## src/rtl/pool_serializer.sv

```systemverilog
// pool_serializer: captures one flattened pooled vector and streams it out
// one element per cycle over a valid/ready handshake. A vector arriving while
// the block cannot take it is dropped and flagged with a sticky overflow bit.
module pool_serializer #(
   parameter int ELEM_WIDTH = 16,
   parameter int NUM_ELEMS  = 8,
   parameter int IDX_WIDTH  = (NUM_ELEMS > 1) ? $clog2(NUM_ELEMS) : 1
) (
   input  logic                            clk,
   input  logic                            rst,
   input  logic [NUM_ELEMS*ELEM_WIDTH-1:0] data_in,
   input  logic                            data_valid,
   output logic                            in_ready,
   output logic [ELEM_WIDTH-1:0]           elem_out,
   output logic                            elem_valid,
   input  logic                            elem_ready,
   output logic [IDX_WIDTH-1:0]            elem_idx,
   output logic                            elem_last,
   output logic                            overflow
);

   localparam int unsigned          VEC_WIDTH = NUM_ELEMS * ELEM_WIDTH;
   localparam logic [IDX_WIDTH-1:0] LAST_IDX  = IDX_WIDTH'(NUM_ELEMS - 1);

   typedef enum logic {
      S_IDLE   = 1'b0,
      S_STREAM = 1'b1
   } state_t;

   state_t                 r_state;
   logic [IDX_WIDTH-1:0]   r_idx;
   logic [VEC_WIDTH-1:0]   r_hold;
   logic                   r_overflow;

   logic                   w_at_last;
   logic                   w_accept;
   logic [VEC_WIDTH-1:0]   w_shifted;

   // Decode handshake-side outputs from the registered state.
   assign w_at_last  = (r_idx == LAST_IDX);
   assign elem_valid = (r_state == S_STREAM);
   assign elem_last  = w_at_last && elem_valid;
   assign elem_idx   = r_idx;
   assign overflow   = r_overflow;

   // Ready when empty, or when the final element is leaving this cycle.
   assign in_ready = (r_state == S_IDLE) || ((r_state == S_STREAM) && elem_ready && w_at_last);
   assign w_accept = data_valid && in_ready;

   // Select the current element from the holding register.
   assign w_shifted = r_hold >> (32'(r_idx) * 32'(ELEM_WIDTH));
   assign elem_out  = w_shifted[ELEM_WIDTH-1:0];

   // Control FSM: load, step index on handshake, reload or retire on last element.
   always_ff @(posedge clk or posedge rst) begin
      if (rst) begin
         r_state    <= S_IDLE;
         r_idx      <= '0;
         r_hold     <= '0;
         r_overflow <= 1'b0;
      end else begin
         if (data_valid && !in_ready) begin
            r_overflow <= 1'b1;
         end
         case (r_state)
            S_IDLE: begin
               if (w_accept) begin
                  r_hold  <= data_in;
                  r_idx   <= '0;
                  r_state <= S_STREAM;
               end
            end
            S_STREAM: begin
               if (elem_ready) begin
                  if (!w_at_last) begin
                     r_idx <= r_idx + IDX_WIDTH'(1);
                  end else begin
                     r_idx <= '0;
                     if (w_accept) begin
                        r_hold <= data_in;
                     end else begin
                        r_state <= S_IDLE;
                     end
                  end
               end
            end
            default: r_state <= S_IDLE;
         endcase
      end
   end

endmodule

```

## config.mk

```make
export PLATFORM = sky130hd
export DESIGN_NAME = pool_serializer
export DESIGN_NICKNAME = d
export VERILOG_FILES = /design/src/rtl/pool_serializer.sv
export SDC_FILE = /design/constraint.sdc
export NUM_CORES = 1
export LEC_CHECK = 0
export ABC_AREA = 1
export CELL_PAD_IN_SITES_DETAIL_PLACEMENT = 1
export CELL_PAD_IN_SITES_GLOBAL_PLACEMENT = 1
export CORE_ASPECT_RATIO = 1.2
export CORE_UTILIZATION = 32
export CTS_CLUSTER_SIZE = 10
export DETAILED_ROUTE_END_ITERATION = 7
export HOLD_SLACK_MARGIN = 0.05
export MAX_ROUTING_LAYER = met4
export PLACE_DENSITY = 0.81
export SLEW_MARGIN = 20
export SYNTH_ARGS = -nofsm -noshare
export SYNTH_HDL_FRONTEND = slang
export SYNTH_SLANG_ARGS = --single-unit
```

## constraint.sdc

```tcl
create_clock -name clk -period 3.7 [get_ports clk]
set_clock_uncertainty 0.1 [all_clocks]
set_input_delay 0.37 -clock clk [delete_from_list [all_inputs] [get_ports clk]]
set_output_delay 0.37 -clock clk [all_outputs]
set_load 0.03 [all_outputs]
```

# Yosys cells after proc, flatten, opt, wreduce, memory -nomap -nowiden
# Index checks and enable logic that the tools add are counted.
# Widths: inputs -> output; s select.
[word_totals]
register_bits = 133
input_bits = 132
wordCells = 32
[op_classes]
n_addsub = 1
n_eq_ne = 4
shift = 1
muxes = 12
n_bitwise = 1
n_reduce_logical = 9
[ops]
columns = ["operator", "count"]
rows = [
  ["$mux 128", 3],
  ["$pmux 128 s2", 1],
  ["$shr 128x7->16", 1],
  ["$mux 3", 3],
  ["$pmux 3 s2", 1],
  ["$logic_and 1x1->1", 5],
  ["$ne 2x2->1 const B", 2],
  ["$reduce_and 2->1", 2],
  ["$add 3x1->3 const B", 1],
  ["$eq 3x3->1 const B", 1],
  ["$mux 1", 3],
  ["$ne 2x1->1 const B", 1],
  ["$pmux 1 s2", 1],
  ["$logic_not 1->1", 1],
  ["$logic_or 1x1->1", 1],
  ["$not 1->1", 1],
]

# Logic depth before layout (Yosys ltp)
# Gate-level depths: netlist of the first run.
[logic_depth]
depth_word = 8
mapped_depth = 8

# Least setup slack after synthesis of the first run
# No wires, ideal clock.
[synth_path]
kind = "register -> output"
from = "reg r_idx[1] (netlist: elem_idx[1])"
to = "out elem_out[10]"
t_arrival_ns = 1.419
required_time_ns = 3.230
slack_ns = 1.811
path_stages_with_launch = 7
path_buffers = 2
path_cell_list = "dfrtp_1 buf_2 clkbuf_1 nand3_1 nand2_1 nand2_1 nand2_1"
[synth_between]
elab_chain_len = 1
[synth_rtl]
columns = ["item", "line_no", "rtl"]
rows = [
  ["start, declared", "31", "logic [IDX_WIDTH-1:0] r_idx;"],
  ["start signal, assigned", "76", "r_idx <= r_idx + IDX_WIDTH'(1);"],
  ["$shr 128x7->16", "51", "assign w_shifted = r_hold >> (32'(r_idx) * 32'(ELEM_WIDTH));"],
  ["end, declared", "14", "output logic [ELEM_WIDTH-1:0] elem_out,"],
]
# No other way between the ends.

# Worst setup path in the final report of the first run
[layout_path]
from = "reg r_idx[0] (netlist: elem_idx[0])"
to = "out elem_out[2]"
# Same word-level chain as after synthesis.

==> report_table.html, run 1 <==
<table>
<tr><th>Metric</th><th>Value</th></tr>
<tr><th colspan="2">Outcome</th></tr>
<tr><td>Run status</td><td>complete, no violations</td></tr>
<tr><th colspan="2">Timing</th></tr>
<tr><td>Total count of hold-check failures in the final report</td><td>0</td></tr>
<tr><td>Count of final setup violators</td><td>0</td></tr>
<tr><td>Maximum clock frequency</td><td>336 MHz</td></tr>
<tr><td>Final period util</td><td>0.804</td></tr>
<tr><td>Measured slew at the worst slew-check pin</td><td>about 960 ps</td></tr>
<tr><td>Number of slew-limit violations in the final report</td><td>0</td></tr>
<tr><td>Final-layout worst hold slack</td><td>approximately 390 ps</td></tr>
<tr><td>Unrepaired setup endpoints after global routing</td><td>no</td></tr>
<tr><td>Shortest clock period the worst path allows after layout</td><td>2980 ps</td></tr>
<tr><td>Worst-case setup margin in the final layout</td><td>approximately 720 ps</td></tr>
<tr><td>Aggregate negative setup slack</td><td>0 ps</td></tr>
<tr><td>Slew margin rel.</td><td>0.361</td></tr>
<tr><th colspan="2">Worst hold path</th></tr>
<tr><td>Hold Crit Depth</td><td>1</td></tr>
<tr><td>Critical hold path startpoint</td><td>overflow$_DFFE_PP0P_</td></tr>
<tr><td>Type of the most critical hold path</td><td>reg2reg</td></tr>
<tr><td>Endpoint of the worst hold-timing path</td><td>overflow$_DFFE_PP0P_</td></tr>
<tr><th colspan="2">Synthesis</th></tr>
<tr><td>Simple logic cell fraction of the synthesized area</td><td>0.251</td></tr>
<tr><td>Post-synthesis register bit count</td><td>133</td></tr>
<tr><td>Most used standard cell by instance count after synthesis</td><td>sky130_fd_sc_hd__nand2_1</td></tr>
<tr><td>Combinational family with the most area after synthesis</td><td>simple AND/OR/NAND/NOR gates</td></tr>
<tr><td>Number of flops mapped to enable cells by yosys</td><td>0</td></tr>
<tr><td>Xor/xnor cell area share of the yosys netlist</td><td>0</td></tr>
<tr><td>Most instantiated flip-flop cell in the synthesis netlist</td><td>sky130_fd_sc_hd__dfrtp_1</td></tr>
<tr><td>Largest cells by area after synthesis</td><td>sky130_fd_sc_hd__dfrtp_1 52%, sky130_fd_sc_hd__nand2_1 20%, sky130_fd_sc_hd__o21ai_0 9.5%</td></tr>
<tr><td>Mean instance size in the synthesized netlist</td><td>7.45 sq um</td></tr>
<tr><td>Cell area after synthesis</td><td>between 0.006 and 0.007 sq mm</td></tr>
<tr><td>Register area share after synthesis</td><td>0.516</td></tr>
<tr><td>Syn Inst Count</td><td>865</td></tr>
<tr><td>Number of distinct library cells after synthesis</td><td>15</td></tr>
<tr><td>Most numerous cell types in the synthesized netlist</td><td>341 x sky130_fd_sc_hd__nand2_1, 133 x sky130_fd_sc_hd__dfrtp_1, 133 x sky130_fd_sc_hd__inv_1</td></tr>
<tr><td>Mux cell area share after synthesis</td><td>0</td></tr>
<tr><td>Post-synthesis compound-gate area fraction</td><td>0.105</td></tr>
<tr><td>Net Count, Synth</td><td>999</td></tr>
<tr><td>Cell type contributing the most total cell area after synthesis</td><td>sky130_fd_sc_hd__dfrtp_1</td></tr>
<tr><td>Synth top area share</td><td>0.516</td></tr>
<tr><td>Ys Warns</td><td>0</td></tr>
<tr><td>Asr flop ratio synth</td><td>1.00</td></tr>
<tr><td>Adder-cell share of the synthesized area</td><td>0.00388</td></tr>
<tr><th colspan="2">Critical path</th></tr>
<tr><td>Worst setup path category</td><td>reg2out</td></tr>
<tr><td>Number of cells on the worst reg-to-reg path</td><td>8</td></tr>
<tr><td>Critical path startpoint category</td><td>register</td></tr>
<tr><td>Maximum fanout count along the critical path</td><td>23</td></tr>
<tr><td>Endpoint type of the worst setup path</td><td>output pin</td></tr>
<tr><td>Worst flop-to-flop path startpoint</td><td>elem_idx[1]$_DFFE_PP0P_</td></tr>
<tr><td>Worst R2R Setup Slack</td><td>1200 ps</td></tr>
<tr><td>Capturing point of the worst reg2reg path</td><td>r_hold[49]$_DFFE_PP0P_</td></tr>
<tr><td>Data arrival time of the critical path</td><td>around 2500 ps</td></tr>
<tr><td>Required @ worst endpoint</td><td>about 3200 ps</td></tr>
<tr><th colspan="2">Route</th></tr>
<tr><td>DRT antenna net count</td><td>0</td></tr>
<tr><td>Count of TritonRoute iterations in the first routing pass</td><td>4</td></tr>
<tr><td>Detail-routed via count per cell</td><td>4.68</td></tr>
<tr><td>Average wire per standard cell</td><td>16.2 microns</td></tr>
<tr><td>Detailed router's first-iteration violation count</td><td>301</td></tr>
<tr><td>Aggregate routed wire length</td><td>~20,000 microns</td></tr>
<tr><td>Via Count</td><td>just under 6,000</td></tr>
<tr><td># DRC</td><td>0</td></tr>
<tr><th colspan="2">Place</th></tr>
<tr><td>Number of port buffers</td><td>154</td></tr>
<tr><td>DP HPWL</td><td>14,500 microns</td></tr>
<tr><td>Global placement routability congestion</td><td>about 0.83</td></tr>
<tr><td>Post-placement setup slack</td><td>roughly 1200 ps</td></tr>
<tr><th colspan="2">Clock network</th></tr>
<tr><td>Quantity of hold-fixing buffers added after cts</td><td>0</td></tr>
<tr><td>Clock sinks</td><td>about 130</td></tr>
<tr><td>CTS H-Tree Depth</td><td>4</td></tr>
<tr><td>Count of buffers added by post-CTS timing repair for setup</td><td>0</td></tr>
<tr><td>Number of gates resized after CTS</td><td>0</td></tr>
<tr><td>Buffer levels on the longest clock path</td><td>2</td></tr>
<tr><td>Root buf cell</td><td>sky130_fd_sc_hd__clkbuf_16</td></tr>
<tr><td>Clock transition at the registers of the reported paths</td><td>60 ps</td></tr>
<tr><td>Clock insertion delay at the later pin of the skew report</td><td>420 ps</td></tr>
<tr><td>Number of buffers created by CTS</td><td>17</td></tr>
<tr><td>TritonCTS clock tree</td><td>yes</td></tr>
<tr><th colspan="2">Die</th></tr>
<tr><td>Number of top-level pins</td><td>155</td></tr>
<tr><td>Effective utilization at floorplan</td><td>0.329</td></tr>
<tr><td>Vertical extent of the die</td><td>157 microns</td></tr>
<tr><td>Die W</td><td>132 microns</td></tr>
<tr><td>Die area</td><td>0.0207 sq mm</td></tr>
<tr><td>Placement Rows</td><td>56</td></tr>
<tr><td>Core Box Area</td><td>around 0.020 sq mm</td></tr>
<tr><th colspan="2">Power</th></tr>
<tr><td>Power Density</td><td>895 mW/mm^2</td></tr>
<tr><td>Fraction of power spent switching nets</td><td>0.418</td></tr>
<tr><td>Total internal power</td><td>about 4600 uW</td></tr>
<tr><td>Pleak</td><td>~0.0042 uW</td></tr>
<tr><td>Worst supply voltage drop on vdd</td><td>approximately 0.65 mV</td></tr>
<tr><td>Sequential Power Share</td><td>0.307</td></tr>
<tr><td>Logic gate share of total power</td><td>0.459</td></tr>
<tr><td>Relative contribution of the clock network to total power</td><td>0.234</td></tr>
<tr><td>Net Sw Power</td><td>3280 uW</td></tr>
<tr><th colspan="2">Run</th></tr>
<tr><td>Max-cap violations</td><td>0</td></tr>
<tr><th colspan="2">Global route</th></tr>
<tr><td>Vias in the first global route</td><td>6,098</td></tr>
<tr><td>Initial antenna violation count</td><td>0</td></tr>
<tr><td>Global route overflow</td><td>0</td></tr>
<tr><td>Maximum number of pins on one net before global-route repair</td><td>just under 200</td></tr>
<tr><td>All-Layer GR Usage</td><td>0.214</td></tr>
<tr><td>Wire length of the first global-routing pass</td><td>32,800 microns</td></tr>
<tr><th colspan="2">Finish</th></tr>
<tr><td>Filler instances</td><td>2,430</td></tr>
<tr><td>Share of final-layout standard cells stronger than drive strength 1</td><td>0.0595</td></tr>
<tr><td>Combined area of the multi-input logic cells</td><td>0.00233 sq mm</td></tr>
<tr><td>Number of nets in the final layout</td><td>around 1,100</td></tr>
<tr><td>Layout Area Growth over Synthesis</td><td>35.8%</td></tr>
<tr><td>Diode count</td><td>0</td></tr>
<tr><td>Final core occ</td><td>0.446</td></tr>
<tr><td>Sequential cell area</td><td>0.00333 sq mm</td></tr>
</table>
registers in the layout (all words and copies together) (netlist names):
signal and flops:
r_hold 128, elem_valid 1, overflow 1, elem_idx 3
cells in the final DEF (no fill, tap or decap), drive strengths merged:
cell           count
inv              132
o21bai             1
clkdlybuf4s50    139
clkbuf            23
dfrtp            133
nand3             67
o21ai            132
buf               26
ha                 2
nor2               1
nand2            341
a21oi              1
clkinvlp           2
clkinv             5
bufinv             4
power groups by stage:
stage                     clock (uW)  sequential [uW]  combinational [uW]
final                           1830             2410                3590
after CTS                       1860             2410                3630
after global routing            1920             2470                4010
after detailed placement           0             2430                3580
after floorplan                    0             2370                2320
after global placement             0             2390                3510
final cells by class:
class | count | share of cell area
Clock inverter | 9 | 0.0169
Timing Repair Buffer | 165 | 0.186
Sequential cell | 133 | 0.380
Tap cell | 261 | 0.0373
Inverter | 134 | 0.0579
Multi-Input combinational cell | 545 | 0.266
Clock buffer | 23 | 0.0558
kinds of logic (layout without fill, tap and decap cells):
logic type	Yosys count	in the layout
adders and majority gates	2	2
DFF	133	133
and+or+nand+nor	409	409
buffers and inverters	187	331
AOI/OAI and AO/OA	134	134
routing by layer:
| metal | global-route usage | part of all wire | wire length [microns] |
|---|---|---|---|
| met1 | 0.266 | 0.45 | 9200 |
| met2 | 0.342 | 0.48 | 9940 |
| met3 | 0.0448 | 0.044 | 909 |
| met4 | 0.0847 | 0.027 | 550 |
| met5 | - | 0 | 0 |
stage by stage:
step / area (sq um) / total power [uW] / instances
3_5_place_dp: 8120 / 6010 / 1238
3_3_place_gp: 8120 / 5890 / 1238
2_1_floorplan: 6450 / 4690 / 865
5_1_grt: 8750 / 8400 / 1270
6_report: 8750 / 7830 / 1270
4_1_cts: 8750 / 7900 / 1270
worst max path at each step:
stage	end	cells after the start	slack, ps	start
floorplan	elem_idx[0]$_DFFE_PP0P_	1	1580	rst
global placement	elem_out[6]	8	1190	elem_idx[0]$_DFFE_PP0P_
CTS	elem_out[2]	7	690	elem_idx[0]$_DFFE_PP0P_
finish	elem_out[2]	7	720	elem_idx[0]$_DFFE_PP0P_
global route	elem_out[6]	8	570	elem_idx[0]$_DFFE_PP0P_
detailed placement	in_ready	6	1170	elem_idx[1]$_DFFE_PP0P_
critical path, cell delays in order (launching register included):
cell	delay [ps]
sky130_fd_sc_hd__dfrtp_2	580
sky130_fd_sc_hd__inv_2	290
sky130_fd_sc_hd__nand2_1	160
sky130_fd_sc_hd__nand3_1	100
sky130_fd_sc_hd__nand2_1	110
sky130_fd_sc_hd__nand2_1	60
sky130_fd_sc_hd__nand2_1	90
sky130_fd_sc_hd__clkdlybuf4s50_1	670
(Power assumes the default switching activity.)
==> inputs of run 2 (changes only) <==
--- a/config.mk
+++ b/config.mk
@@ -9,12 +9,12 @@
 export CELL_PAD_IN_SITES_DETAIL_PLACEMENT = 1
 export CELL_PAD_IN_SITES_GLOBAL_PLACEMENT = 1
 export CORE_ASPECT_RATIO = 1.2
-export CORE_UTILIZATION = 32
+export CORE_UTILIZATION = 36
 export CTS_CLUSTER_SIZE = 10
 export DETAILED_ROUTE_END_ITERATION = 7
 export HOLD_SLACK_MARGIN = 0.05
 export MAX_ROUTING_LAYER = met4
-export PLACE_DENSITY = 0.81
+export PLACE_DENSITY = 0.86
 export SLEW_MARGIN = 20
 export SYNTH_ARGS = -nofsm -noshare
 export SYNTH_HDL_FRONTEND = slang
==> constraint.sdc (replaced) <==
create_clock -name clk -period 2.93 [get_ports clk]
set_clock_uncertainty 0.1 [all_clocks]
set_input_delay 0.293 -clock clk [delete_from_list [all_inputs] [get_ports clk]]
set_output_delay 0.293 -clock clk [all_outputs]
set_load 0.03 [all_outputs]
==> run 2 against run 1 <==
  * Final cell count shrank 3.1%
  * Core utilization up 5.4 points
  * Final area about the same
  * Die area fell by 11%
  * Hold slack lost 110 ps
  * Critical path depth is the same
  * Total power is 28% higher
  * Combinational power is 29% higher
  * First-iteration DRC count grew 47%
  * Clock-buffer cell count is the same
  * Non-clock buffer count rose by 2
  * Critical endpoint is now elem_out[1]
  * Largest cell class unchanged
  * Largest power group unchanged
==> report_table.html, run 2 (synthesis results as in run 1) <==
<table>
<tr><th>Metric</th><th>Value</th></tr>
<tr><th colspan="2">Die</th></tr>
<tr><td>Core Box Area</td><td>0.0175 sq mm (-11%)</td></tr>
<tr><td>Number of top-level pins</td><td>155 (unchanged)</td></tr>
<tr><td>Effective utilization at floorplan</td><td>0.368 (+0.0396)</td></tr>
<tr><td>Die area</td><td>0.0184 sq mm (-11%)</td></tr>
<tr><td>Placement Rows</td><td>53 (-5.4%)</td></tr>
<tr><td>Vertical extent of the die</td><td>149 microns (-5.6%)</td></tr>
<tr><td>Die W</td><td>124 microns (-5.6%)</td></tr>
<tr><th colspan="2">Finish</th></tr>
<tr><td>Diode count</td><td>0 (unchanged)</td></tr>
<tr><td>Layout Area Growth over Synthesis</td><td>35.8% (about the same)</td></tr>
<tr><td>Most common cell after layout, fill and taps aside</td><td>sky130_fd_sc_hd__nand2_1</td></tr>
<tr><td>Number of nets in the final layout</td><td>1,132 (+0.18%)</td></tr>
<tr><td>Share of final-layout standard cells stronger than drive strength 1</td><td>0.0653 (+0.00582)</td></tr>
<tr><td>Combined area of the multi-input logic cells</td><td>0.00233 sq mm (unchanged)</td></tr>
<tr><td>Sequential cell area</td><td>0.00333 sq mm (unchanged)</td></tr>
<tr><td>Commonest cells after routing, fill and taps aside</td><td>341 x sky130_fd_sc_hd__nand2_1, 137 x sky130_fd_sc_hd__clkdlybuf4s50_1, 132 x sky130_fd_sc_hd__dfrtp_1, 131 x sky130_fd_sc_hd__inv_1, 122 x sky130_fd_sc_hd__o21ai_0</td></tr>
<tr><td>Number of flip-flops in the largest register</td><td>128 (unchanged)</td></tr>
<tr><td>Filler instances</td><td>2,134 (-12%)</td></tr>
<tr><td>Largest register by flop count</td><td>r_hold</td></tr>
<tr><th colspan="2">Power</th></tr>
<tr><td>Pleak</td><td>0.00426 uW (+0.81%)</td></tr>
<tr><td>Worst supply voltage drop on vdd</td><td>0.915 mV (+41%)</td></tr>
<tr><td>Sequential Power Share</td><td>0.303 (-0.004)</td></tr>
<tr><td>Power Density</td><td>1140 mW/mm^2 (+28%)</td></tr>
<tr><td>Fraction of power spent switching nets</td><td>0.421 (+0.00229)</td></tr>
<tr><td>Logic gate share of total power</td><td>0.463 (+0.004)</td></tr>
<tr><td>Net Sw Power</td><td>4210 uW (+29%)</td></tr>
<tr><td>Relative contribution of the clock network to total power</td><td>0.235 (about the same)</td></tr>
<tr><td>Total internal power</td><td>5810 uW (+27%)</td></tr>
<tr><th colspan="2">Clock network</th></tr>
<tr><td>Number of gates resized after CTS</td><td>0 (unchanged)</td></tr>
<tr><td>Clock sinks</td><td>133 (unchanged)</td></tr>
<tr><td>Clock insertion delay at the later pin of the skew report</td><td>420 ps (about the same)</td></tr>
<tr><td>TritonCTS clock tree</td><td>yes</td></tr>
<tr><td>Quantity of hold-fixing buffers added after cts</td><td>0 (unchanged)</td></tr>
<tr><td>Clock transition at the registers of the reported paths</td><td>60 ps (about the same)</td></tr>
<tr><td>Buffer levels on the longest clock path</td><td>2 (unchanged)</td></tr>
<tr><td>Number of buffers created by CTS</td><td>17 (unchanged)</td></tr>
<tr><td>CTS H-Tree Depth</td><td>4 (unchanged)</td></tr>
<tr><td>Root buf cell</td><td>sky130_fd_sc_hd__clkbuf_16</td></tr>
<tr><td>Count of buffers added by post-CTS timing repair for setup</td><td>0 (unchanged)</td></tr>
<tr><th colspan="2">Route</th></tr>
<tr><td>Via Count</td><td>5,960 (+0.32%)</td></tr>
<tr><td>Average wire per standard cell</td><td>17.3 microns (+6.8%)</td></tr>
<tr><td>Aggregate routed wire length</td><td>21,300 microns (+3.6%)</td></tr>
<tr><td># DRC</td><td>0 (unchanged)</td></tr>
<tr><td>Detailed router's first-iteration violation count</td><td>442 (+47%)</td></tr>
<tr><td>Count of TritonRoute iterations in the first routing pass</td><td>4 (unchanged)</td></tr>
<tr><td>Detail-routed via count per cell</td><td>4.84 (+3.5%)</td></tr>
<tr><td>DRT antenna net count</td><td>0 (unchanged)</td></tr>
<tr><th colspan="2">Timing</th></tr>
<tr><td>Final-layout worst hold slack</td><td>276 ps (-111 ps)</td></tr>
<tr><td>Number of slew-limit violations in the final report</td><td>0 (unchanged)</td></tr>
<tr><td>Count of final setup violators</td><td>0 (unchanged)</td></tr>
<tr><td>Total count of hold-check failures in the final report</td><td>0 (unchanged)</td></tr>
<tr><td>Aggregate negative setup slack</td><td>0 ps (unchanged)</td></tr>
<tr><td>Shortest clock period the worst path allows after layout</td><td>2720 ps</td></tr>
<tr><td>Slew margin rel.</td><td>0.475 (+0.114)</td></tr>
<tr><td>Measured slew at the worst slew-check pin</td><td>787 ps (-169 ps)</td></tr>
<tr><td>Final period util</td><td>0.929</td></tr>
<tr><td>Maximum clock frequency</td><td>367 MHz</td></tr>
<tr><td>Unrepaired setup endpoints after global routing</td><td>no</td></tr>
<tr><th colspan="2">Critical path</th></tr>
<tr><td>Worst setup path category</td><td>reg2out</td></tr>
<tr><td>Ordered list of cells on the worst path</td><td>buf_4, nand2_1, nand3_1, nand2_1, nand2_1, nand2_1, buf_4</td></tr>
<tr><td>Count of buffering cells on the critical path with inverters included</td><td>2 (unchanged)</td></tr>
<tr><td>Worst path slowest cell</td><td>sky130_fd_sc_hd__buf_4</td></tr>
<tr><td>Worst flop-to-flop path startpoint</td><td>elem_idx[1]$_DFFE_PP0P_</td></tr>
<tr><td>Largest delay contributor family on the critical path</td><td>buffers and inverters</td></tr>
<tr><td>Endpoint type of the worst setup path</td><td>output pin</td></tr>
<tr><td>Launch point of the worst path</td><td>elem_idx[0]$_DFFE_PP0P_</td></tr>
<tr><td>Data arrival time of the critical path</td><td>2330 ps (-180 ps)</td></tr>
<tr><td>Critical path startpoint category</td><td>register</td></tr>
<tr><td>Crit-path most repeated cell</td><td>sky130_fd_sc_hd__nand2_1</td></tr>
<tr><td>Maximum fanout count along the critical path</td><td>64 (+180%)</td></tr>
<tr><td>Longest individual stage delay on the worst path</td><td>600 ps (-70 ps)</td></tr>
<tr><td>Required @ worst endpoint</td><td>2540 ps (-690 ps)</td></tr>
<tr><th colspan="2">Worst hold path</th></tr>
<tr><td>Type of the most critical hold path</td><td>in2async</td></tr>
<tr><th colspan="2">Global route</th></tr>
<tr><td>Global route overflow</td><td>0 (unchanged)</td></tr>
<tr><td>Maximum number of pins on one net before global-route repair</td><td>134 (-31%)</td></tr>
<tr><td>Met3 layer usage reported by global route</td><td>0.0491 (+0.00431)</td></tr>
<tr><td>Met1 track utilization from global routing</td><td>0.313 (+0.0473)</td></tr>
<tr><td>All-Layer GR Usage</td><td>0.255 (+0.0404)</td></tr>
<tr><td>Initial antenna violation count</td><td>0 (unchanged)</td></tr>
<tr><td>Vias in the first global route</td><td>6,547 (+7.4%)</td></tr>
<tr><td>Met2 track demand over resource in global routing</td><td>0.412 (+0.0698)</td></tr>
<tr><td>Highest-utilization routing layer at the global route stage</td><td>met2</td></tr>
<tr><td>Wire length of the first global-routing pass</td><td>34,100 microns (+3.8%)</td></tr>
<tr><th colspan="2">Run</th></tr>
<tr><td>Max-cap violations</td><td>0 (unchanged)</td></tr>
<tr><th colspan="2">Place</th></tr>
<tr><td>DP HPWL</td><td>14,400 microns (-0.32%)</td></tr>
<tr><td>Global placement routability congestion</td><td>0.793 (-4.0%)</td></tr>
<tr><td>Number of port buffers</td><td>154 (unchanged)</td></tr>
<tr><th colspan="2">Outcome</th></tr>
<tr><td>Run status</td><td>complete, no violations</td></tr>
</table>
## run 2: layout make-up
type	instances	share of cell area
clock buffers	23	0.0580
clock inverters	9	0.0166
inverters	134	0.0579
multi-input cells	545	0.266
flip-flops and latches	133	0.380
well taps	220	0.0315
repair buffers	167	0.190
## run 2: routing by layer
| metal | vias to the layer above | wire length (microns) |
|---|---|---|
| met5 | - | 0 |
| li1 | 2895 | - |
| met4 | 0 | 563 |
| met1 | 2888 | 9230 |
| met2 | 144 | 10600 |
| met3 | 33 | 974 |
## run 2: power groups by stage
| stage | registers (uW) | logic, uW | clock network (uW) |
|---|---|---|---|
| floorplan | 3000 | 2930 | 0 |
| global placement | 2990 | 4410 | 0 |
| detailed placement | 3060 | 4560 | 0 |
| CTS | 3040 | 4670 | 2380 |
| global route | 3120 | 5150 | 2440 |
| finish | 3030 | 4630 | 2350 |
## run 2: final timing paths
check	to	slack (ps)	cells after the start
max	elem_out[1]	210	7
min	r_hold[67]$_DFFE_PP0P_	280	3
max reg2reg	r_hold[35]$_DFFE_PP0P_	650	7
min reg2reg	overflow$_DFFE_PP0P_	390	1
max in group asynchronous	elem_idx[0]$_DFFE_PP0P_	1800	3
min in group clk	r_hold[53]$_DFFE_PP0P_	330	3
## run 2: tightest hold or removal path, stage by stage
cell                              delay, ps
sky130_fd_sc_hd__clkdlybuf4s50_1        440
sky130_fd_sc_hd__clkinvlp_4             100
sky130_fd_sc_hd__buf_12                 460
## run 2: stage by stage
stage / instance area [sq um] / setup WS [ps] / utilization / std cells / total power [uW]
2_1_floorplan: 6450 / 886 / - / 865 / 5930
3_3_place_gp: 8100 / 704 / 0.463 / 1199 / 7400
3_5_place_dp: 8100 / 687 / 0.463 / 1199 / 7620
4_1_cts: 8750 / 219 / 0.500 / 1231 / 10100
5_1_grt: 8750 / 153 / 0.500 / 1231 / 10700
6_report: 8750 / 207 / 0.500 / 1231 / 10000
==> inputs of run 3 (changes only) <==
--- a/config.mk
+++ b/config.mk
@@ -9,12 +9,14 @@
 export CELL_PAD_IN_SITES_DETAIL_PLACEMENT = 1
 export CELL_PAD_IN_SITES_GLOBAL_PLACEMENT = 1
 export CORE_ASPECT_RATIO = 1.2
-export CORE_UTILIZATION = 36
+export CORE_UTILIZATION = 38
 export CTS_CLUSTER_SIZE = 10
 export DETAILED_ROUTE_END_ITERATION = 7
+export GPL_ROUTABILITY_DRIVEN = 0
 export HOLD_SLACK_MARGIN = 0.05
 export MAX_ROUTING_LAYER = met4
-export PLACE_DENSITY = 0.86
+export PLACE_DENSITY = 0.9
+export SETUP_SLACK_MARGIN = 0.3
 export SLEW_MARGIN = 20
 export SYNTH_ARGS = -nofsm -noshare
 export SYNTH_HDL_FRONTEND = slang
==> constraint.sdc (replaced) <==
create_clock -name clk -period 3.32 [get_ports clk]
set_clock_uncertainty 0.1 [all_clocks]
set_input_delay 0.332 -clock clk [delete_from_list [all_inputs] [get_ports clk]]
set_output_delay 0.332 -clock clk [all_outputs]
set_load 0.03 [all_outputs]
==> run 3 against run 2 <==
  * Flip-flop and latch count is the same
  * Critical path depth grew 2
  * Core utilization grew 2.9 points
  * Worst setup slack gained 290 ps
  * Highest routed layer unchanged
==> report_table.html, run 3 (synthesis results as in run 1) <==
<table>
<tr><th>Metric</th><th>Value</th></tr>
<tr><th colspan="2">Die</th></tr>
<tr><td>Number of top-level pins</td><td>155 (unchanged)</td></tr>
<tr><td>Vertical extent of the die</td><td>145 microns (-2.6%)</td></tr>
<tr><td>Effective utilization at floorplan</td><td>0.393 (+0.0249)</td></tr>
<tr><td>Die W</td><td>121 microns (-2.6%)</td></tr>
<tr><td>Die area</td><td>0.0175 sq mm (-5.2%)</td></tr>
<tr><td>Placement Rows</td><td>51 (-3.8%)</td></tr>
<tr><td>Core Box Area</td><td>0.0164 sq mm (-6.3%)</td></tr>
<tr><th colspan="2">Timing</th></tr>
<tr><td>Slew margin rel.</td><td>0.368 (-0.107)</td></tr>
<tr><td>Total count of hold-check failures in the final report</td><td>0 (unchanged)</td></tr>
<tr><td>Shortest clock period the worst path allows after layout</td><td>2830 ps</td></tr>
<tr><td>Measured slew at the worst slew-check pin</td><td>945 ps (+159 ps)</td></tr>
<tr><td>Number of slew-limit violations in the final report</td><td>0 (unchanged)</td></tr>
<tr><td>Count of final setup violators</td><td>0 (unchanged)</td></tr>
<tr><td>Unrepaired setup endpoints after global routing</td><td>no</td></tr>
<tr><td>Aggregate negative setup slack</td><td>0 ps (unchanged)</td></tr>
<tr><td>Final period util</td><td>0.851</td></tr>
<tr><td>Maximum clock frequency</td><td>roughly 350 MHz</td></tr>
<tr><th colspan="2">Place</th></tr>
<tr><td>Number of port buffers</td><td>154 (unchanged)</td></tr>
<tr><td>DP HPWL</td><td>14,400 microns (+0.11%)</td></tr>
<tr><th colspan="2">Critical path</th></tr>
<tr><td>Maximum fanout count along the critical path</td><td>53 (-17%)</td></tr>
<tr><td>Required @ worst endpoint</td><td>2890 ps (+350 ps)</td></tr>
<tr><td>Worst path slowest cell</td><td>sky130_fd_sc_hd__dfrtp_2</td></tr>
<tr><td>Worst flop-to-flop path startpoint</td><td>elem_idx[2]$_DFFE_PP0P_</td></tr>
<tr><td>Worst setup path category</td><td>reg2out</td></tr>
<tr><td>Count of buffering cells on the critical path with inverters included</td><td>4 (+2)</td></tr>
<tr><td>Largest delay contributor family on the critical path</td><td>buffers and inverters</td></tr>
<tr><td>Data arrival time of the critical path</td><td>2390 ps (+60 ps)</td></tr>
<tr><td>Launch point of the worst path</td><td>elem_idx[0]$_DFFE_PP0P_</td></tr>
<tr><td>Ordered list of cells on the worst path</td><td>buf_4, inv_2, buf_12, nand2_1, nand3_1, nand2_1, nand2_1, nand2_1, buf_4</td></tr>
<tr><td>Critical path startpoint category</td><td>register</td></tr>
<tr><td>Endpoint type of the worst setup path</td><td>output pin</td></tr>
<tr><td>Longest individual stage delay on the worst path</td><td>380 ps (-220 ps)</td></tr>
<tr><td>Crit-path most repeated cell</td><td>sky130_fd_sc_hd__nand2_1</td></tr>
<tr><th colspan="2">Finish</th></tr>
<tr><td>Layout Area Growth over Synthesis</td><td>34.7%</td></tr>
<tr><td>Diode count</td><td>0 (unchanged)</td></tr>
<tr><td>Commonest cells after routing, fill and taps aside</td><td>341 x sky130_fd_sc_hd__nand2_1, 138 x sky130_fd_sc_hd__clkdlybuf4s50_1, 132 x sky130_fd_sc_hd__dfrtp_1, 131 x sky130_fd_sc_hd__inv_1, 122 x sky130_fd_sc_hd__o21ai_0</td></tr>
<tr><td>Share of final-layout standard cells stronger than drive strength 1</td><td>0.0624 (-0.00284)</td></tr>
<tr><td>Most common cell after layout, fill and taps aside</td><td>sky130_fd_sc_hd__nand2_1</td></tr>
<tr><td>Number of nets in the final layout</td><td>1,130 (-0.18%)</td></tr>
<tr><td>Number of flip-flops in the largest register</td><td>128 (unchanged)</td></tr>
<tr><td>Largest register by flop count</td><td>r_hold</td></tr>
<tr><td>Filler instances</td><td>2,021 (-5.3%)</td></tr>
<tr><th colspan="2">Power</th></tr>
<tr><td>Total internal power</td><td>4940 uW (-15%)</td></tr>
<tr><td>Logic gate share of total power</td><td>0.473 (+0.010)</td></tr>
<tr><td>Net Sw Power</td><td>3800 uW (-9.7%)</td></tr>
<tr><td>Pleak</td><td>0.00421 uW (-1.1%)</td></tr>
<tr><td>Fraction of power spent switching nets</td><td>0.435 (+0.0145)</td></tr>
<tr><td>Relative contribution of the clock network to total power</td><td>0.223 (-0.012)</td></tr>
<tr><td>Worst supply voltage drop on vdd</td><td>0.555 mV (-39%)</td></tr>
<tr><td>Power Density</td><td>1010 mW/mm^2 (-12%)</td></tr>
<tr><td>Sequential Power Share</td><td>0.305 (+0.002)</td></tr>
<tr><td>Overall power of the completed layout</td><td>8740 uW (-13%)</td></tr>
<tr><th colspan="2">Route</th></tr>
<tr><td>Detail-routed via count per cell</td><td>4.95 (+2.3%)</td></tr>
<tr><td># DRC</td><td>0 (unchanged)</td></tr>
<tr><td>Via Count</td><td>6,046 (+1.4%)</td></tr>
<tr><td>DRT antenna net count</td><td>0 (unchanged)</td></tr>
<tr><td>Detailed router's first-iteration violation count</td><td>436 (-1.4%)</td></tr>
<tr><td>Aggregate routed wire length</td><td>21,200 microns (-0.78%)</td></tr>
<tr><td>Average wire per standard cell</td><td>17.3 microns (about the same)</td></tr>
<tr><td>Count of TritonRoute iterations in the first routing pass</td><td>5 (+1)</td></tr>
<tr><th colspan="2">Clock network</th></tr>
<tr><td>Quantity of hold-fixing buffers added after cts</td><td>0 (unchanged)</td></tr>
<tr><td>Count of buffers added by post-CTS timing repair for setup</td><td>0 (unchanged)</td></tr>
<tr><td>Clock sinks</td><td>133 (unchanged)</td></tr>
<tr><td>Root buf cell</td><td>sky130_fd_sc_hd__clkbuf_16</td></tr>
<tr><td>TritonCTS clock tree</td><td>yes</td></tr>
<tr><td>Number of buffers created by CTS</td><td>17 (unchanged)</td></tr>
<tr><td>Clock transition at the registers of the reported paths</td><td>60 ps (about the same)</td></tr>
<tr><td>Clock insertion delay at the later pin of the skew report</td><td>410 ps (about the same)</td></tr>
<tr><td>CTS H-Tree Depth</td><td>4 (unchanged)</td></tr>
<tr><td>Buffer levels on the longest clock path</td><td>2 (unchanged)</td></tr>
<tr><td>Number of gates resized after CTS</td><td>0 (unchanged)</td></tr>
<tr><th colspan="2">Global route</th></tr>
<tr><td>Initial antenna violation count</td><td>0 (unchanged)</td></tr>
<tr><td>All-Layer GR Usage</td><td>0.262 (+0.00775)</td></tr>
<tr><td>Vias in the first global route</td><td>6,446 (-1.5%)</td></tr>
<tr><td>Global route overflow</td><td>0 (unchanged)</td></tr>
<tr><td>Wire length of the first global-routing pass</td><td>33,900 microns (-0.49%)</td></tr>
<tr><td>Maximum number of pins on one net before global-route repair</td><td>119 (-11%)</td></tr>
<tr><th colspan="2">Run</th></tr>
<tr><td>Max-cap violations</td><td>0 (unchanged)</td></tr>
<tr><th colspan="2">Worst hold path</th></tr>
<tr><td>Type of the most critical hold path</td><td>in2async</td></tr>
<tr><th colspan="2">Outcome</th></tr>
<tr><td>Run status</td><td>complete, no violations</td></tr>
</table>
run 3: worst register-to-register path, delay by kind of cell, from the launching register on:
family | cells | cell delay [ps]
flops | 1 | 330
fa+ha+maj | 1 | 260
compound gates | 2 | 440
simple gates | 2 | 280
buf+inv | 2 | 740
run 3: path summary, 6_finish.rpt:
check,slack [ps],end,cells after the start
worst max-delay path,490,elem_out[9],9
worst min-delay path,350,r_hold[85]$_DFFE_PP0P_,2
worst max register to register,1060,r_hold[122]$_DFFE_PP0P_,7
worst min register to register,400,overflow$_DFFE_PP0P_,1
max in group asynchronous,1980,elem_idx[0]$_DFFE_PP0P_,3
min in group clk,380,r_hold[103]$_DFFE_PP0P_,3
run 3: per-stage QoR:
step | utilization | hold WS (ps) | std cells | cell area [sq um] | setup slack (ps)
6_report | 0.529 | 353 | 1221 | 8680 | 494
5_1_grt | 0.529 | 386 | 1221 | 8680 | 396
4_1_cts | 0.529 | 376 | 1221 | 8680 | 522
3_5_place_dp | 0.492 | 379 | 1189 | 8080 | 995
3_3_place_gp | 0.492 | 379 | 1189 | 8080 | 1010
2_1_floorplan | - | 353 | 865 | 6450 | 1240
run 3: cell type report:
class	count	area [sq um]	area share
clock inverter	15	180	0.0208
sequential	133	3330	0.383
inverter	134	507	0.0584
timing repair buffer	165	1650	0.190
tap	212	265	0.0306
multi-input combinational	545	2330	0.268
clock buffer	17	425	0.0490
run 3: power groups by stage:
stage	logic, uW	clock network (uW)	registers (uW)
global placement	3890	0	2630
floorplan	2590	0	2640
global route	4550	2030	2750
finish	4130	1950	2660
CTS	4140	1970	2660
detailed placement	4020	0	2680
run 3: layer usage:
layer | GRT usage | share of wire | wire length (microns) | vias up
met4 | 0.0975 | 0.025 | 528 | 0
met5 | - | 0 | 0 | -
met1 | 0.326 | 0.43 | 9200 | 2946
li1 | - | - | - | 2893
met2 | 0.434 | 0.49 | 10500 | 174
met3 | 0.0400 | 0.046 | 969 | 33
==> patch: new RTL, flow settings as in run 2 <==
Set the parameter `ELEM_WIDTH` to 20 (it was 16).
--- a/src/rtl/pool_serializer.sv
+++ b/src/rtl/pool_serializer.sv
@@ -4,3 +4,3 @@
 module pool_serializer #(
-   parameter int ELEM_WIDTH = 16,
+   parameter int ELEM_WIDTH = 20,
    parameter int NUM_ELEMS  = 8,
Ports: changed (resized data_in and elem_out); port bits go from 155 to 191. The function was not compared with the original's and may differ.
==> patch against run 2 <==
The run now ends with DRC left. Final cell count grew 24%. Power increased by 14%. Sequential cell count up 32. Synthesized area rose by 25%. Wire length is 28% higher. Register-to-register slack got worse by 0.14 ns. Synthesized cell count grew 24%. Setup slack worse by 0.096 ns. Cell area grew 21%. Critical endpoint is now elem_out[3]. Largest power group unchanged.
==> patch: results (changes against run 2) <==
Outcome -> complete, but fails checks
Violated checks -> DRC
GR Util All Layers -> 0.253 (-0.00194)
DP Area -> 0.0101 mm² (+24%)
Largest cells by area after synthesis -> dfrtp_1 51%, nand2_1 20%, o21ai_0 9.5%
Share of cells above drive strength 1 -> 0.0569 (-0.00839)
Crit-path max FO -> 31 (-52%)
Sequential fraction of the synthesis area -> 0.512 (-0.00446)
Worst slew pin tran -> 0.826 ns (+0.0387 ns)
Post-route DRC violation count -> 15 (+15)
Final GP Congestion -> 0.880 (+11%)
Vias in the first global route -> 7796 (+19%)
Max reg flops -> 160 (+25%)
HP Class -> input port to async pin
Avg Cell Area, Syn -> 7.51 µm² (+0.79%)
CP peak stage delay -> 0.59 ns
Post-Route WL -> 27400 µm (+28%)
Largest reg by FF count -> r_hold
Post-synth ARST share -> 1.00 (unchanged)
Peak VDD IR -> 482 µV (-47%)
Number of DRC markers in iteration 0 -> 568 (+29%)
Worst-skew pair later-pin latency -> 0.43 ns
Top cells by count, synth -> 425 x nand2_1, 167 x inv_1, 165 x dfrtp_1, 153 x o21ai_0, 82 x nand3_1
Fin cells -> 1522 (+24%)
# port buffers -> 190 (+23%)
Syn Nets -> 1240 (+24%)
CTS H-Tree Depth -> 4 (unchanged)
First-pass DRT Iterations -> 7 (+3)
Power Dens Cells -> 1080 mW/mm² (-5.9%)
Post-placement setup slack -> 0.516 ns (-0.171 ns)
Worst Path Arrival -> 2.43 ns (+0.10 ns)
Cell variety after synth -> 17 (+2)
Vias -> 7406 (+24%)
Leakage -> 5.15 nW (+21%)
First-pass GRT wire length -> 42900 µm (+26%)
ANT cells -> 0 (unchanged)
Fin nets -> 1401 (+24%)
Clk. pwr -> 2.16 mW (-8%)
CTS root buf -> clkbuf_16
CTS Buf Count -> 17 (unchanged)
CP max-delay cell -> clkdlybuf4s50_1
Initial antenna violation count -> 0 (unchanged)
P_sw -> 5.05 mW (+20%)
DPL Wire Length -> 20200 µm (+40%)
Sequential power -> 3.74 mW (+23%)
Clock buffer depth -> 2 (unchanged)
patch: cell types whose count changed in the layout (fill, tap and decap cells not counted), sizes merged:
cell and change:
clkinvlp +5, bufinv -3, dlymetal6s2s +1, clkbuf -5, buf +4, nor2 -1, dfrtp +32, nand2 +85
nand3 +15, inv +38, clkinv -1, clkdlybuf4s50 +35, o21ai +32
patch: path summary, 6_finish.rpt:
path	slack [ns]	start	endpoint	cells past startpoint
worst max-delay path	0.11	elem_idx[0]	elem_out[3]	7
worst min-delay path	0.26	rst	r_hold[1]	3
worst max register to register	0.51	elem_idx[0]	r_hold[108]	9
worst min register to register	0.38	overflow	overflow	1
max in group asynchronous	1.78	rst	r_hold[86]	3
min in group clk	0.31	data_in[10]	r_hold[10]	3
patch: area by class of cell:
type | instances | area (µm²)
Timing Repair Buffer | 207 | 2070
Clock buffer | 18 | 439
Fill cell | 2723 | 11200
Inverter | 168 | 634
Sequential cell | 165 | 4130
Tap cell | 274 | 343
Clock inverter | 14 | 126
Multi-Input combinational cell | 676 | 2880
patch: metal layers:
layer / GRT usage / routed length [µm]
met5: - / 0
met4: 0.0947 / 864
met3: 0.0421 / 1170
met2: 0.437 / 14000
met1: 0.295 / 11400
patch: critical path: cells and delay by family, from the launching register on:
family | cells | cell delay, ns
buffers and inverters | 2 | 1.03
flip-flops | 1 | 0.43
AND/OR/NAND/NOR | 5 | 0.51
patch: logic make-up (layout without fill, tap and decap cells):
family	count (synthesis)	count (layout)	synth area share
compound gates	166	166	0.105
fa+ha+maj	2	2	0.00310
buf+inv	233	407	0.131
flops	165	165	0.512
simple gates	508	508	0.249
patch: repair_timing:
item / CTS / global route
setup endpoints to repair: 0 / 6
hold buffers: 0 / 0
resized for setup: 0 / 2
